$ cat src/rtl/gh_uart_pkg.sv
// Shared types for the UART receive sequencer.
// Holds the FSM state encoding and the word-length decode.
package gh_uart_pkg;

    typedef enum logic [2:0] {
        IDLE,
        START,
        DATA,
        PARITY,
        STOP
    } rx_state_t;

    localparam int MIN_DATA_BITS = 5;

    function automatic logic [3:0] wlen_to_bits(input logic [1:0] wlen);
        return 4'(MIN_DATA_BITS) + {2'b00, wlen};
    endfunction

endpackage

$ cat src/rtl/gh_uart_rx_seq_if.sv
// Receive-side bundle: shift register controls toward the SR,
// character status toward the receive FIFO logic.
interface gh_uart_rx_seq_if;
    import gh_uart_pkg::*;

    logic sr_se;
    logic sr_d;
    logic sr_srst;
    logic rx_valid;
    logic par_err;
    logic frm_err;
    logic brk_det;
    logic busy;

    modport master (
        output sr_se, sr_d, sr_srst,
        output rx_valid, par_err, frm_err, brk_det, busy
    );

    modport slave (
        input sr_se, sr_d, sr_srst,
        input rx_valid, par_err, frm_err, brk_det, busy
    );

endinterface

$ cat src/rtl/gh_uart_rx_bit_sampler.sv
// Bit-window tick counter and sample strobe for the UART receiver.
// Define GH_UART_RX_MAJORITY_EN for a 2-of-3 vote around the sample tick.
module gh_uart_rx_bit_sampler #(
    parameter int OVERSAMPLE = 16,
    parameter int CNT_W      = $clog2(OVERSAMPLE)
) (
    input  logic clk,
    input  logic rst,
    input  logic brclk,
    input  logic rxd,
    input  logic clr,
    input  logic half,
    output logic strobe,
    output logic sample
);
    import gh_uart_pkg::*;

    localparam logic [CNT_W-1:0] S_FULL = CNT_W'(OVERSAMPLE - 1);
    localparam logic [CNT_W-1:0] S_HALF = CNT_W'(OVERSAMPLE / 2 - 1);

    logic [CNT_W-1:0] cnt;
    logic [CNT_W-1:0] spt;

    assign spt    = half ? S_HALF : S_FULL;
    assign strobe = brclk && !clr && (cnt == spt);

    // Window restarts on the sample tick so bits follow back to back
    always_ff @(posedge clk) begin
        if (rst) begin
            cnt <= '0;
        end else if (brclk) begin
            if (clr || strobe) cnt <= '0;
            else               cnt <= cnt + 1'b1;
        end
    end

`ifdef GH_UART_RX_MAJORITY_EN
    logic [CNT_W-1:0] spt_m1;
    logic [CNT_W-1:0] spt_m2;
    logic             v0;
    logic             v1;

    assign spt_m1 = spt - CNT_W'(1);
    assign spt_m2 = spt - CNT_W'(2);

    always_ff @(posedge clk) begin
        if (rst) begin
            v0 <= 1'b0;
            v1 <= 1'b0;
        end else if (brclk) begin
            if (clr || strobe) begin
                v0 <= 1'b0;
                v1 <= 1'b0;
            end else begin
                if (cnt == spt_m2) v0 <= rxd;
                if (cnt == spt_m1) v1 <= rxd;
            end
        end
    end

    assign sample = (v0 & v1) | (v0 & rxd) | (v1 & rxd);
`else
    assign sample = rxd;
`endif

endmodule

$ cat src/rtl/gh_uart_rx_seq.sv
// UART receive sequencer: start detect, mid-bit sampling, SR control.
// Optional GH_UART_RX_MAJORITY_EN selects 3-sample majority voting.
module gh_uart_rx_seq #(
    parameter int OVERSAMPLE = 16,
    parameter int CNT_W      = $clog2(OVERSAMPLE)
) (
    input  logic             clk,
    input  logic             rst,
    input  logic             brclk,
    input  logic             rxd,
    input  logic [1:0]       wlen,
    input  logic             par_en,
    input  logic             par_even,
    gh_uart_rx_seq_if.master rx
);
    import gh_uart_pkg::*;

    if (OVERSAMPLE < 8 || (OVERSAMPLE % 2) != 0) begin : g_bad_os
        $error("OVERSAMPLE must be even and at least 8");
    end

    rx_state_t  st, st_n;
    logic [3:0] bcnt, bcnt_n;
    logic [3:0] nbits, nbits_n;
    logic       pen, pen_n;
    logic       peven, peven_n;
    logic       acc, acc_n;
    logic       zero, zero_n;
    logic       pbad, pbad_n;
    logic       armed, armed_n;

    logic se_q, se_n;
    logic d_q, d_n;
    logic srst_q, srst_n;
    logic vld_q, vld_n;
    logic perr_q, perr_n;
    logic ferr_q, ferr_n;
    logic brk_q, brk_n;

    logic strobe;
    logic sample;

    gh_uart_rx_bit_sampler #(
        .OVERSAMPLE (OVERSAMPLE),
        .CNT_W      (CNT_W)
    ) u_smp (
        .clk    (clk),
        .rst    (rst),
        .brclk  (brclk),
        .rxd    (rxd),
        .clr    (st == IDLE),
        .half   (st == START),
        .strobe (strobe),
        .sample (sample)
    );

    always_ff @(posedge clk) begin
        if (rst) begin
            st     <= IDLE;
            bcnt   <= '0;
            nbits  <= '0;
            pen    <= 1'b0;
            peven  <= 1'b0;
            acc    <= 1'b0;
            zero   <= 1'b0;
            pbad   <= 1'b0;
            armed  <= 1'b1;
            se_q   <= 1'b0;
            d_q    <= 1'b0;
            srst_q <= 1'b0;
            vld_q  <= 1'b0;
            perr_q <= 1'b0;
            ferr_q <= 1'b0;
            brk_q  <= 1'b0;
        end else begin
            st     <= st_n;
            bcnt   <= bcnt_n;
            nbits  <= nbits_n;
            pen    <= pen_n;
            peven  <= peven_n;
            acc    <= acc_n;
            zero   <= zero_n;
            pbad   <= pbad_n;
            armed  <= armed_n;
            se_q   <= se_n;
            d_q    <= d_n;
            srst_q <= srst_n;
            vld_q  <= vld_n;
            perr_q <= perr_n;
            ferr_q <= ferr_n;
            brk_q  <= brk_n;
        end
    end

    always_comb begin
        st_n    = st;
        bcnt_n  = bcnt;
        nbits_n = nbits;
        pen_n   = pen;
        peven_n = peven;
        acc_n   = acc;
        zero_n  = zero;
        pbad_n  = pbad;
        armed_n = armed;
        se_n    = 1'b0;
        d_n     = 1'b0;
        srst_n  = 1'b0;
        vld_n   = 1'b0;
        perr_n  = perr_q;
        ferr_n  = ferr_q;
        brk_n   = brk_q;

        if (brclk) begin
            unique case (st)
                IDLE: begin
                    // A low line only starts a frame once it was seen high
                    if (rxd)        armed_n = 1'b1;
                    else if (armed) st_n    = START;
                end
                START: begin
                    if (strobe) begin
                        if (!sample) begin
                            srst_n  = 1'b1;
                            acc_n   = 1'b0;
                            zero_n  = 1'b1;
                            pbad_n  = 1'b0;
                            bcnt_n  = '0;
                            nbits_n = wlen_to_bits(wlen);
                            pen_n   = par_en;
                            peven_n = par_even;
                            st_n    = DATA;
                        end else begin
                            st_n = IDLE;
                        end
                    end
                end
                DATA: begin
                    if (strobe) begin
                        se_n   = 1'b1;
                        d_n    = sample;
                        acc_n  = acc ^ sample;
                        zero_n = zero & ~sample;
                        bcnt_n = bcnt + 4'd1;
                        if (bcnt + 4'd1 == nbits)
                            st_n = pen ? PARITY : STOP;
                    end
                end
                PARITY: begin
                    if (strobe) begin
                        pbad_n = acc ^ sample ^ ~peven;
                        zero_n = zero & ~sample;
                        st_n   = STOP;
                    end
                end
                STOP: begin
                    if (strobe) begin
                        vld_n   = 1'b1;
                        perr_n  = pbad;
                        ferr_n  = ~sample;
                        brk_n   = zero & ~sample;
                        armed_n = sample;
                        st_n    = IDLE;
                    end
                end
                default: st_n = IDLE;
            endcase
        end
    end

    assign rx.sr_se    = se_q;
    assign rx.sr_d     = d_q;
    assign rx.sr_srst  = srst_q;
    assign rx.rx_valid = vld_q;
    assign rx.par_err  = perr_q;
    assign rx.frm_err  = ferr_q;
    assign rx.brk_det  = brk_q;
    assign rx.busy     = (st != IDLE);

endmodule

$ cat src/flat_wrapper.sv
// flat-port wrapper written by rule: the top's interface ports become plain ports
module gh_uart_rx_seq_flat import gh_uart_pkg::*;
#(
    parameter int OVERSAMPLE = 16,
    parameter int CNT_W      = $clog2(OVERSAMPLE)
)
  (clk, rst, brclk, rxd, wlen, par_en, par_even, rx_sr_se, rx_sr_d, rx_sr_srst, rx_rx_valid, rx_par_err, rx_frm_err, rx_brk_det, rx_busy);
  gh_uart_rx_seq_if rx_i ();
  input  logic clk;
  input  logic rst;
  input  logic brclk;
  input  logic rxd;
  input  logic [1:0] wlen;
  input  logic par_en;
  input  logic par_even;
  output wire logic [$bits(rx_i.sr_se)-1:0] rx_sr_se;
  output wire logic [$bits(rx_i.sr_d)-1:0] rx_sr_d;
  output wire logic [$bits(rx_i.sr_srst)-1:0] rx_sr_srst;
  output wire logic [$bits(rx_i.rx_valid)-1:0] rx_rx_valid;
  output wire logic [$bits(rx_i.par_err)-1:0] rx_par_err;
  output wire logic [$bits(rx_i.frm_err)-1:0] rx_frm_err;
  output wire logic [$bits(rx_i.brk_det)-1:0] rx_brk_det;
  output wire logic [$bits(rx_i.busy)-1:0] rx_busy;
  assign rx_sr_se = rx_i.sr_se;
  assign rx_sr_d = rx_i.sr_d;
  assign rx_sr_srst = rx_i.sr_srst;
  assign rx_rx_valid = rx_i.rx_valid;
  assign rx_par_err = rx_i.par_err;
  assign rx_frm_err = rx_i.frm_err;
  assign rx_brk_det = rx_i.brk_det;
  assign rx_busy = rx_i.busy;
  gh_uart_rx_seq #(.OVERSAMPLE(OVERSAMPLE), .CNT_W(CNT_W)) u_core (.clk(clk), .rst(rst), .brclk(brclk), .rxd(rxd), .wlen(wlen), .par_en(par_en), .par_even(par_even), .rx(rx_i));
endmodule
$ cat config.mk
export PLATFORM = sky130hd
export DESIGN_NAME = gh_uart_rx_seq_flat
export DESIGN_NICKNAME = d
export VERILOG_FILES = /design/src/rtl/gh_uart_pkg.sv /design/src/rtl/gh_uart_rx_seq_if.sv /design/src/rtl/gh_uart_rx_bit_sampler.sv /design/src/rtl/gh_uart_rx_seq.sv /design/src/flat_wrapper.sv
export SDC_FILE = /design/constraint.sdc
export NUM_CORES = 1
export LEC_CHECK = 0
export CORE_ASPECT_RATIO = 1.2
export CORE_MARGIN = 3
export CORE_UTILIZATION = 59
export CTS_CLUSTER_SIZE = 24
export DETAILED_ROUTE_END_ITERATION = 8
export HOLD_SLACK_MARGIN = 0.06
export PLACE_DENSITY_LB_ADDON = 0.15
export RECOVER_POWER = 50
export SLEW_MARGIN = 20
export SYNTH_ARGS = -nofsm -noshare
export SYNTH_HDL_FRONTEND = slang
export SYNTH_HIERARCHICAL = 1
export SYNTH_SLANG_ARGS = --single-unit
$ cat constraint.sdc
create_clock -name clk -period 6.8 [get_ports clk]
set_input_delay 1.7 -clock clk [delete_from_list [all_inputs] [get_ports clk]]
set_output_delay 1.7 -clock clk [all_outputs]
set_load 0.02 [all_outputs]
# Word level (Yosys, flattened, before mapping)
# Index checks and enable logic that the tools add are counted.
[totals] register_bits=28 rom_bits=0 output_inout_bits=8 wordCells=99 ram_bits=0 latch_bits=0 memories=0
[op_classes] mul=0 bitwise_logic=10 n_addsub=3 n_reduce_logical=22 div=0 mux=31 magnitude_cmp=0 eq_ne=16 shift=0
[op_table] cell="$mux W3" count=8
[op_table] cell="$mux W4" count=5
[op_table] cell="$pmux W3 S5" count=1
[op_table] cell="$reduce_and A5 Y1" count=3
[op_table] cell="$ne A2 B2 Y1 const B" count=6
[op_table] cell="$mux W1" count=11
[op_table] cell="$add A4 B1 Y4 const B" count=2
[op_table] cell="$eq A4 B4 Y1" count=2
[op_table] cell="$ne A2 B1 Y1 const B" count=4
[op_table] cell="$pmux W1 S2" count=4
[op_table] cell="$pmux W4 S2" count=1
[op_table] cell="$reduce_and A4 Y1" count=2
[op_table] cell="$reduce_and A8 Y1" count=1
[op_table] cell="$reduce_bool A2 Y1" count=4
[op_table] cell="$reduce_or A4 Y1" count=2
[op_table] cell="$not A1 Y1" count=7
[op_table] cell="$eq A3 B2 Y1 const B" count=2
[op_table] cell="$reduce_or A3 Y1" count=2
[op_table] cell="$add A3 B2 Y4 const A" count=1
[op_table] cell="$eq A3 B1 Y1 const B" count=1
[op_table] cell="$eq A3 B3 Y1 const B" count=1
[op_table] cell="$logic_not A3 Y1" count=1
[op_table] cell="$reduce_and A3 Y1" count=1
[op_table] cell="$reduce_bool A3 Y1" count=1
[op_table] cell="other kinds (7)" count=9

# Logic depth before layout (Yosys ltp)
# Gate-level depths: netlist (run 1).
[depth] word_depth=6 depth_mapped=12 ltp_nobuf=8

# Hierarchy
# Netlist (run 1), hierarchy kept.
[by_module_without_submodules] mod="gh_uart_rx_seq" area_each_um2=1255.0 n_inst=1 cells_per_inst=141
[by_module_without_submodules] mod="gh_uart_rx_bit_sampler" area_each_um2=231.5 n_inst=1 cells_per_inst=25

# Worst setup path after synthesis (run 1)
# OpenSTA, ideal clock, no wires.
[synth_path] kind="input to register" startpoint="input port brclk" endpoint="register u_core.bcnt[1]" t_arrival_ps=2873 cell_stages=8 path_buffers=3 t_required_ps=6672 path_slack_ps=3800 path_cell_list="buf_4 and3b_1 buf_4 and4bb_1 and2_1 buf_2 a22oi_1 nor2_1"
[synth_between] elab_chain_cells=4
[synth_rtl] item="from (decl)" line_no="flat_wrapper.sv:11" text="input logic brclk;"
[synth_rtl] item="$logic_and A1 B1 Y1 (*) (2 in series)" line_no="gh_uart_rx_bit_sampler.sv:25" text="assign strobe = brclk && !clr && (cnt == spt);"
[synth_rtl] item="net u_core.strobe" line_no="gh_uart_rx_seq.sv:40" text="logic strobe;"
[synth_rtl] item="$ne A2 B2 Y1 (no line) / $ne A2 B1 Y1 (equally long branches)"
[synth_rtl] item="$reduce_and A5 Y1 (no line) (*)"
[synth_rtl] item="to (signal assigned)" line_no="gh_uart_rx_seq.sv:77" text="bcnt <= bcnt_n;"
[synth_rtl] item="to (decl)" line_no="gh_uart_rx_seq.sv:23" text="logic [3:0] bcnt, bcnt_n;"
# Mark *: on every way through the listed nets, which the timed path passes. The rest lies on a longest branch.
# A chain may end at the register's enable or synchronous reset.

# Final worst setup path (run 1)
[layout_path] startpoint="register u_core.st[1]" endpoint="output port rx_busy"
[layout_between] elab_chain_cells=1
[layout_rtl] item="from (decl)" line_no="gh_uart_rx_seq.sv:22" text="rx_state_t st, st_n;"
[layout_rtl] item="from (signal assigned)" line_no="gh_uart_rx_seq.sv:76" text="st <= st_n;"
[layout_rtl] item="$reduce_bool A3 Y1" line_no="gh_uart_rx_seq.sv:177" text="assign rx.busy = (st != IDLE);"
[layout_rtl] item="to (decl)" line_no="flat_wrapper.sv:23" text="output wire logic [$bits(rx_i.busy)-1:0] rx_busy;"
# No other way between the ends.

==> results of run 1 <==
==> how the worst max path moves through the flow <==
| stage | startpoint | end | slack (ns) | depth (start not counted) |
|---|---|---|---|---|
| finish | u_core/st[1] | rx_busy | 2.99 | 3 |
| global route | u_core/st[1] | rx_busy | 2.82 | 3 |
| CTS | u_core/st[1] | rx_busy | 2.95 | 3 |
| detailed placement | brclk | u_core/peven | 2.80 | 6 |
| global placement | brclk | u_core/nbits[3] | 2.87 | 6 |
| floorplan | brclk | u_core/bcnt[1] | 3.80 | 8 |
==> synth_stat cells (2+ instances only) <==
master | n | area (sq um)
and2_1 | 3 | 18.77
a31oi_1 | 3 | 18.77
inv_1 | 7 | 26.28
a32oi_1 | 2 | 17.52
nor3_1 | 2 | 10.01
ha_1 | 3 | 37.54
nand2b_1 | 2 | 12.51
buf_2 | 4 | 20.02
dfxtp_1 | 28 | 560.5
o211ai_1 | 2 | 15.01
o32ai_1 | 2 | 17.52
a211oi_1 | 3 | 22.52
mux2i_1 | 6 | 60.06
nor2_1 | 21 | 78.83
o21ai_1 | 2 | 10.01
and3_1 | 2 | 12.51
xnor2_1 | 5 | 43.79
xor2_1 | 5 | 43.79
o21ai_0 | 5 | 25.02
a21oi_1 | 7 | 35.03
nand3_1 | 6 | 30.03
clkbuf_1 | 3 | 11.26
nand3b_1 | 4 | 30.03
nand2_1 | 7 | 26.28
buf_4 | 3 | 22.52
==> cell families (layout without fill, tap and decap cells) <==
group | Yosys count | in the layout
xor gates and xnor gates | 10 | 10
muxes | 6 | 6
and+or+nand+nor | 63 | 63
DFF | 28 | 28
buffers and inverters | 19 | 26
adders and majority gates | 3 | 3
AOI/OAI and AO/OA | 37 | 37
==> critical path: cells and delay by family (launching register included) <==
kind	cells	cell delay (ns)
buffers and inverters	2	0.66
AND/OR/NAND/NOR	1	0.59
flip-flops	1	0.54
==> registers in the layout, summed over array words and instances, names as in the netlist <==
| register | cells |
|---|---|
| u_core/bcnt | 4 |
| u_core/nbits | 4 |
| u_core/u_smp/cnt | 4 |
| u_core/st | 3 |
| u_core/acc | 1 |
| u_core/armed | 1 |
| u_core/pbad | 1 |
| u_core/pen | 1 |
| u_core/peven | 1 |
| u_core/rx.brk_det | 1 |
| u_core/rx.frm_err | 1 |
| u_core/rx.par_err | 1 |
| u_core/rx.rx_valid | 1 |
| u_core/rx.sr_d | 1 |
| u_core/rx.sr_se | 1 |
| u_core/rx.sr_srst | 1 |
| u_core/zero | 1 |
==> layer usage <==
| metal | wire, um | share of wire, % |
|---|---|---|
| met1 | 1212 | 42 |
| met2 | 1512 | 52 |
| met3 | 121 | 4.2 |
| met5 | 0 | 0 |
| met4 | 55 | 1.9 |
==> cell type report <==
class,count,area share (%)
well taps,31,2.370
multi-input cells,119,50.38
flip-flops and latches,28,34.25
inverters,7,1.606
repair buffers,15,9.174
clock buffers,4,2.217
==> report_power, final <==
| part | internal (W) | switching, W |
|---|---|---|
| Clock | 0.0000328 | 0.0000472 |
| Sequential | 0.000166 | 0.00000545 |
| Combinational | 0.0000133 | 0.0000171 |
==> per-stage QoR <==
| step | setup slack (ns) | area, sq um | instances | power, W | hold slack (ns) |
|---|---|---|---|---|---|
| 3_5_place_dp | 2.797 | 1607 | 200 | 0.0002054 | 0.4555 |
| 3_3_place_gp | 2.868 | 1607 | 200 | 0.0002045 | 0.4392 |
| 2_1_floorplan | 3.800 | 1486 | 166 | 0.0001965 | 0.4526 |
| 4_1_cts | 2.947 | 1643 | 204 | 0.0002848 | 0.4779 |
| 6_report | 2.991 | 1637 | 204 | 0.0002815 | 0.4701 |
| 5_1_grt | 2.823 | 1637 | 204 | 0.0002948 | 0.4977 |
==> cell usage in the layout, fill, tap and decap left out, types with 3 or more instances in the layout <==
cell	instances
dlygate4sd3_1	9
a211oi_1	3
a21oi_1	7
inv_1	7
nand3_1	6
ha_1	3
xnor2_1	5
and2_1	3
mux2i_1	6
dfxtp_1	28
o21ai_0	5
clkdlybuf4s50_1	6
nand3b_1	4
clkbuf_4	3
nand2_1	7
nor2_1	21
xor2_1	5
a31oi_1	3
==> results.yml, run 1 <==
sta:
  finalCritPeriodShare_pct: 56.01
  min_period_ns: 3.809
  skew_ns: 0.006163
  setup_viol: 0
  slew_violations: 0
  rsz0062_at_grt: "no"
  fmax_ghz: 0.2625
  tns_ns: 0
  relSlewSlack_pct: 35.41
  worst_pin_slew_ns: 0.9656
  finalHoldViolCount: 0
yosys:
  synth_compound_area_share_pct: 17.68
  yosysWarningCount: 6
  syn_inst: 166
  synth.avg_cell_area_sq_um: 8.954
  yosysSeqAreaShare_pct: 37.71
  synth-simple-area-share_pct: 25.76
  synth_fa_ha_area_share_pct: 2.525
  async_flop_share_pct: 0
  muxShareOfSynthArea_pct: 4.040
  netlist-cell-type-count: 54
  synth_top_family_by_area: "simple AND/OR/NAND/NOR gates"
  synth_fp_nets: 177
  ys_ff_latch: 28
  synth_xor_area_share_pct: 5.892
  syn_area_sq_um: 1486
  synth_ff_type: "dfxtp_1"
  synth_edf_count: 0
place:
  dp_hpwl_mm: 2.099
  gp_congestion: 0.8326
  portBuffers: 15
grt:
  grt_pass1_vias: 1171
  antenna_found_initial: 0
  grt-busiest-layer: "met2"
  grt_max_degree: 27
  grt_pass1_wl_mm: 5.057
  grt_usage_pct: 21.07
  use_met3_pct: 2.948
  gr-usage-met1_pct: 24.70
  use_met2_pct: 36.27
  grt.overflow.total: 0
clock_tree:
  cts_max_level: 1
  cts_resized: 0
  clk_latency_ns: 0.32
  postCtsSetupBuffers: 0
  clock-sinks: 28
  cts_tree: "yes"
  clockBufferDepth: 2
  holdBufCountCts: 0
  cts_buffers: 3
  clockRootBuffer: "clkbuf_4"
  clk_pin_slew_ns: 0.15
cells_and_area:
  regArea_sq_um: 560.5
  final_core_util_pct: 69.54
  num-fill-cells: 208
  fin_nets: 185
  drive_gt1_share_pct: 6.936
  area_growth_syn_to_layout_pct: 10.10
  multi_input_comb_area_sq_um: 824.5
  antennaDiodeCount: 0
setup_path:
  rr_worst_depth: 7
  r2r-end: "u_core/rx.brk_det"
  cp.required_ns: 5.10
  crit_slowest_cell: "nor3_1"
  crit_chain: "nor3_1 -> inv_1 -> clkdlybuf4s50_1"
  cp.arrival_ns: 2.11
  path_class: "register to output pin"
  r2r_start: "u_core/st[0]"
  slowest_delay_ns: 0.59
  reg2reg_slack_ns: 4.07
  endpoint_kind: "output pin"
  crit_path_start_kind: "register"
  crit_fanout: 17
die:
  row_count: 19
  die_y_um: 60.99
  dieArea_sq_um: 3160
  initial_core_util_pct: 63.16
  die_x_um: 51.82
  io_pins: 16
  coreArea_sq_um: 2354
run:
  maxCapViolations: 0
route:
  wl_per_cell_um: 14.23
  drc_errors: 0
  ant_nets: 0
  drtIter0Drc: 41
  viasPerCell: 6.054
  drt-pass1-iter-count: 4
  finalWirelength_mm: 2.902
  vias: 1235
status:
  status: "complete, no violations"
power_and_ir_drop:
  irDropWorstVdd_mv: 0.1664
  leakagePower_nw: 0.6379
  p_per_area_nw_per_um2: 172.0
worst_hold_path:
  hp-start: "u_core/rx.frm_err"
  hold_end: "u_core/rx.frm_err"
  hold_class: "register to register"
  worst_hold_path.num_cells: 2
No activity file was read; power rests on OpenSTA's default activity.
==> run 2: changes to the inputs <==
Settings changed: CORE_UTILIZATION 59 to 50.
Clock period 6.8 ns to 3.3 ns, I/O delays scaled along.
==> run 2 against run 1 <==
Compared with the run above:
- clock-buffer cell count decreased by 1
- global-route usage decreased by 3.9 points
- combinational power increased by 110%
- sequential power increased by 110%
- critical path depth unchanged
- die area increased by 16%
- hold slack got worse by 0.0091 ns
- final cell count increased by 2.9%
==> results.yml, run 2 (synthesis results as in run 1) <==
cells_and_area:
  layout_common_cells: "28 x dfxtp_1, 21 x nor2_1, 8 x dlygate4sd3_1"
  area_growth_syn_to_layout_pct: 12.37
  drive_gt1_share_pct: 7.386
  final_core_util_pct: 59.41
  fin_nets: 188
  reg_top3: "u_core/bcnt x4, u_core/nbits x4, u_core/u_smp/cnt x4"
  num-fill-cells: 264
  stdcell_area_sq_um: 1670
  layout_commonest_cell: "dfxtp_1"
  antennaDiodeCount: 0
run:
  maxCapViolations: 0
power_and_ir_drop:
  combPwrFrac_pct: 10.1
  irDropWorstVdd_mv: 0.2917
  switching_share_pct: 23.26
  p_per_area_nw_per_um2: 385.1
  p_sw_w: 0.0001496
  leakagePower_nw: 0.6538
  p_seq_share_pct: 54.8
  pwr-share-clk_pct: 35.1
  p_int_w: 0.0004937
sta:
  worst_pin_slew_ns: 1.161
  min_period_ns: 2.886
  finalHoldViolCount: 0
  fmax_ghz: 0.3465
  skew_ns: 0.003004
  relSlewSlack_pct: 22.61
  setup_viol: 0
  tns_ns: 0
  finalWorstSetupSlack_ns: 0.4140
  finalCritPeriodShare_pct: 87.46
  slew_violations: 0
  rsz0062_at_grt: "no"
setup_path:
  cp.required_ns: 2.47
  endpoint_kind: "output pin"
  r2r-end: "u_core/rx.brk_det"
  cp.arrival_ns: 2.06
  reg2reg_slack_ns: 0.53
  path_class: "register to output pin"
  setup.worst_path.start: "u_core/st[1]"
  r2r_start: "u_core/st[0]"
  crit_fanout: 17
  crit_path_start_kind: "register"
  rr_worst_depth: 7
grt:
  grt_pass1_wl_mm: 5.078
  antenna_found_initial: 0
  grt_pass1_vias: 1163
  grt_max_degree: 27
  grt_usage_pct: 17.15
  grt.overflow.total: 0
clock_tree:
  clk_latency_ns: 0.33
  holdBufCountCts: 0
  cts_resized: 0
  cts_buffers: 3
  clockBufferDepth: 2
  cts_max_level: 1
  cts_tree: "yes"
  postCtsSetupBuffers: 0
  clock-sinks: 28
  clockRootBuffer: "clkbuf_4"
  clk_pin_slew_ns: 0.15
route:
  drt-pass1-iter-count: 4
  ant_nets: 0
  finalWirelength_mm: 2.946
  drc_errors: 0
  wl_per_cell_um: 14.03
  vias: 1193
  drtIter0Drc: 48
  viasPerCell: 5.681
die:
  die_y_um: 65.73
  coreArea_sq_um: 2811
  io_pins: 16
  die_x_um: 55.78
  initial_core_util_pct: 52.87
  row_count: 21
  dieArea_sq_um: 3666
place:
  portBuffers: 15
  dpl_cell_area_sq_um: 1633
  place_ws_ns: 0.6278
  gp_congestion: 0.8472
  dp_hpwl_mm: 2.113
status:
  status: "complete, no violations"
worst_hold_path:
  worst_hold_path.num_cells: 2
  hold_class: "register to register"
  hold_end: "u_core/rx.brk_det"
  hp-start: "u_core/rx.brk_det"
run 2: cell count changes in the layout (fill, tap and decap cells not counted):
| cell | change |
|---|---|
| buf_4 | +2 |
| a211oi_1 | +1 |
| a211oi_2 | -1 |
| and2_0 | +1 |
| and2_1 | -1 |
| bufinv_16 | +1 |
| clkbuf_1 | +1 |
| clkbuf_8 | -1 |
| clkdlybuf4s50_1 | +1 |
| dlygate4sd3_1 | -1 |
run 2: metal layers:
metal	share of wire [%]	global-route usage [%]	up-vias
li1	-	-	610
met1	44	19.15	569
met2	53	32.54	12
met3	2.7	2.750	2
met4	0.54	6.079	0
met5	0	0	-
run 2: final cells by class:
class	count	area, sq um	area share [%]
clock inverter	1	30.03	1.798
inverter	7	26.28	1.573
timing repair buffer	18	168.9	10.11
sequential	28	560.5	33.56
clock buffer	3	22.52	1.348
tap	34	42.54	2.547
multi-input combinational	119	819.5	49.06
run 2: per-stage QoR:
| step | cells | total power (W) | hold slack (ns) |
|---|---|---|---|
| 2_1_floorplan | 166 | 0.0004049 | 0.4526 |
| 3_3_place_gp | 206 | 0.0004243 | 0.4401 |
| 3_5_place_dp | 206 | 0.0004261 | 0.4465 |
| 4_1_cts | 210 | 0.0006501 | 0.4680 |
| 5_1_grt | 210 | 0.0006704 | 0.4850 |
| 6_report | 210 | 0.0006433 | 0.4610 |
run 2: worst max-delay path by stage:
stage	cells after the start	slack, ns	to
3_3_place_gp	8	0.66	u_core/peven
2_1_floorplan	12	0.94	u_core/bcnt[1]
6_report	3	0.41	rx_busy
5_1_grt	3	0.26	rx_busy
4_1_cts	3	0.41	rx_busy
3_5_place_dp	8	0.63	u_core/peven
run 2: power by group through the flow:
stage | clock [W] | sequential (W) | combinational, W
after floorplan | 0 | 0.000351 | 0.0000538
after global placement | 0 | 0.000360 | 0.0000645
after detailed placement | 0 | 0.000360 | 0.0000662
after CTS | 0.000231 | 0.000353 | 0.0000664
after global routing | 0.000245 | 0.000354 | 0.0000710
final | 0.000226 | 0.000353 | 0.0000647
run 2: worst max-delay path, cell delays in order (launching register included):
cell             delay (ns)
dfxtp_1                0.53
nor3_1                 0.57
inv_1                  0.09
clkdlybuf4s50_1        0.55
==> run 3: changes to the inputs <==
Settings changed: GPL_ROUTABILITY_DRIVEN set to 0.
==> results of run 3 <==
No change in the layout: final DEF, timing and power equal those of run 2.
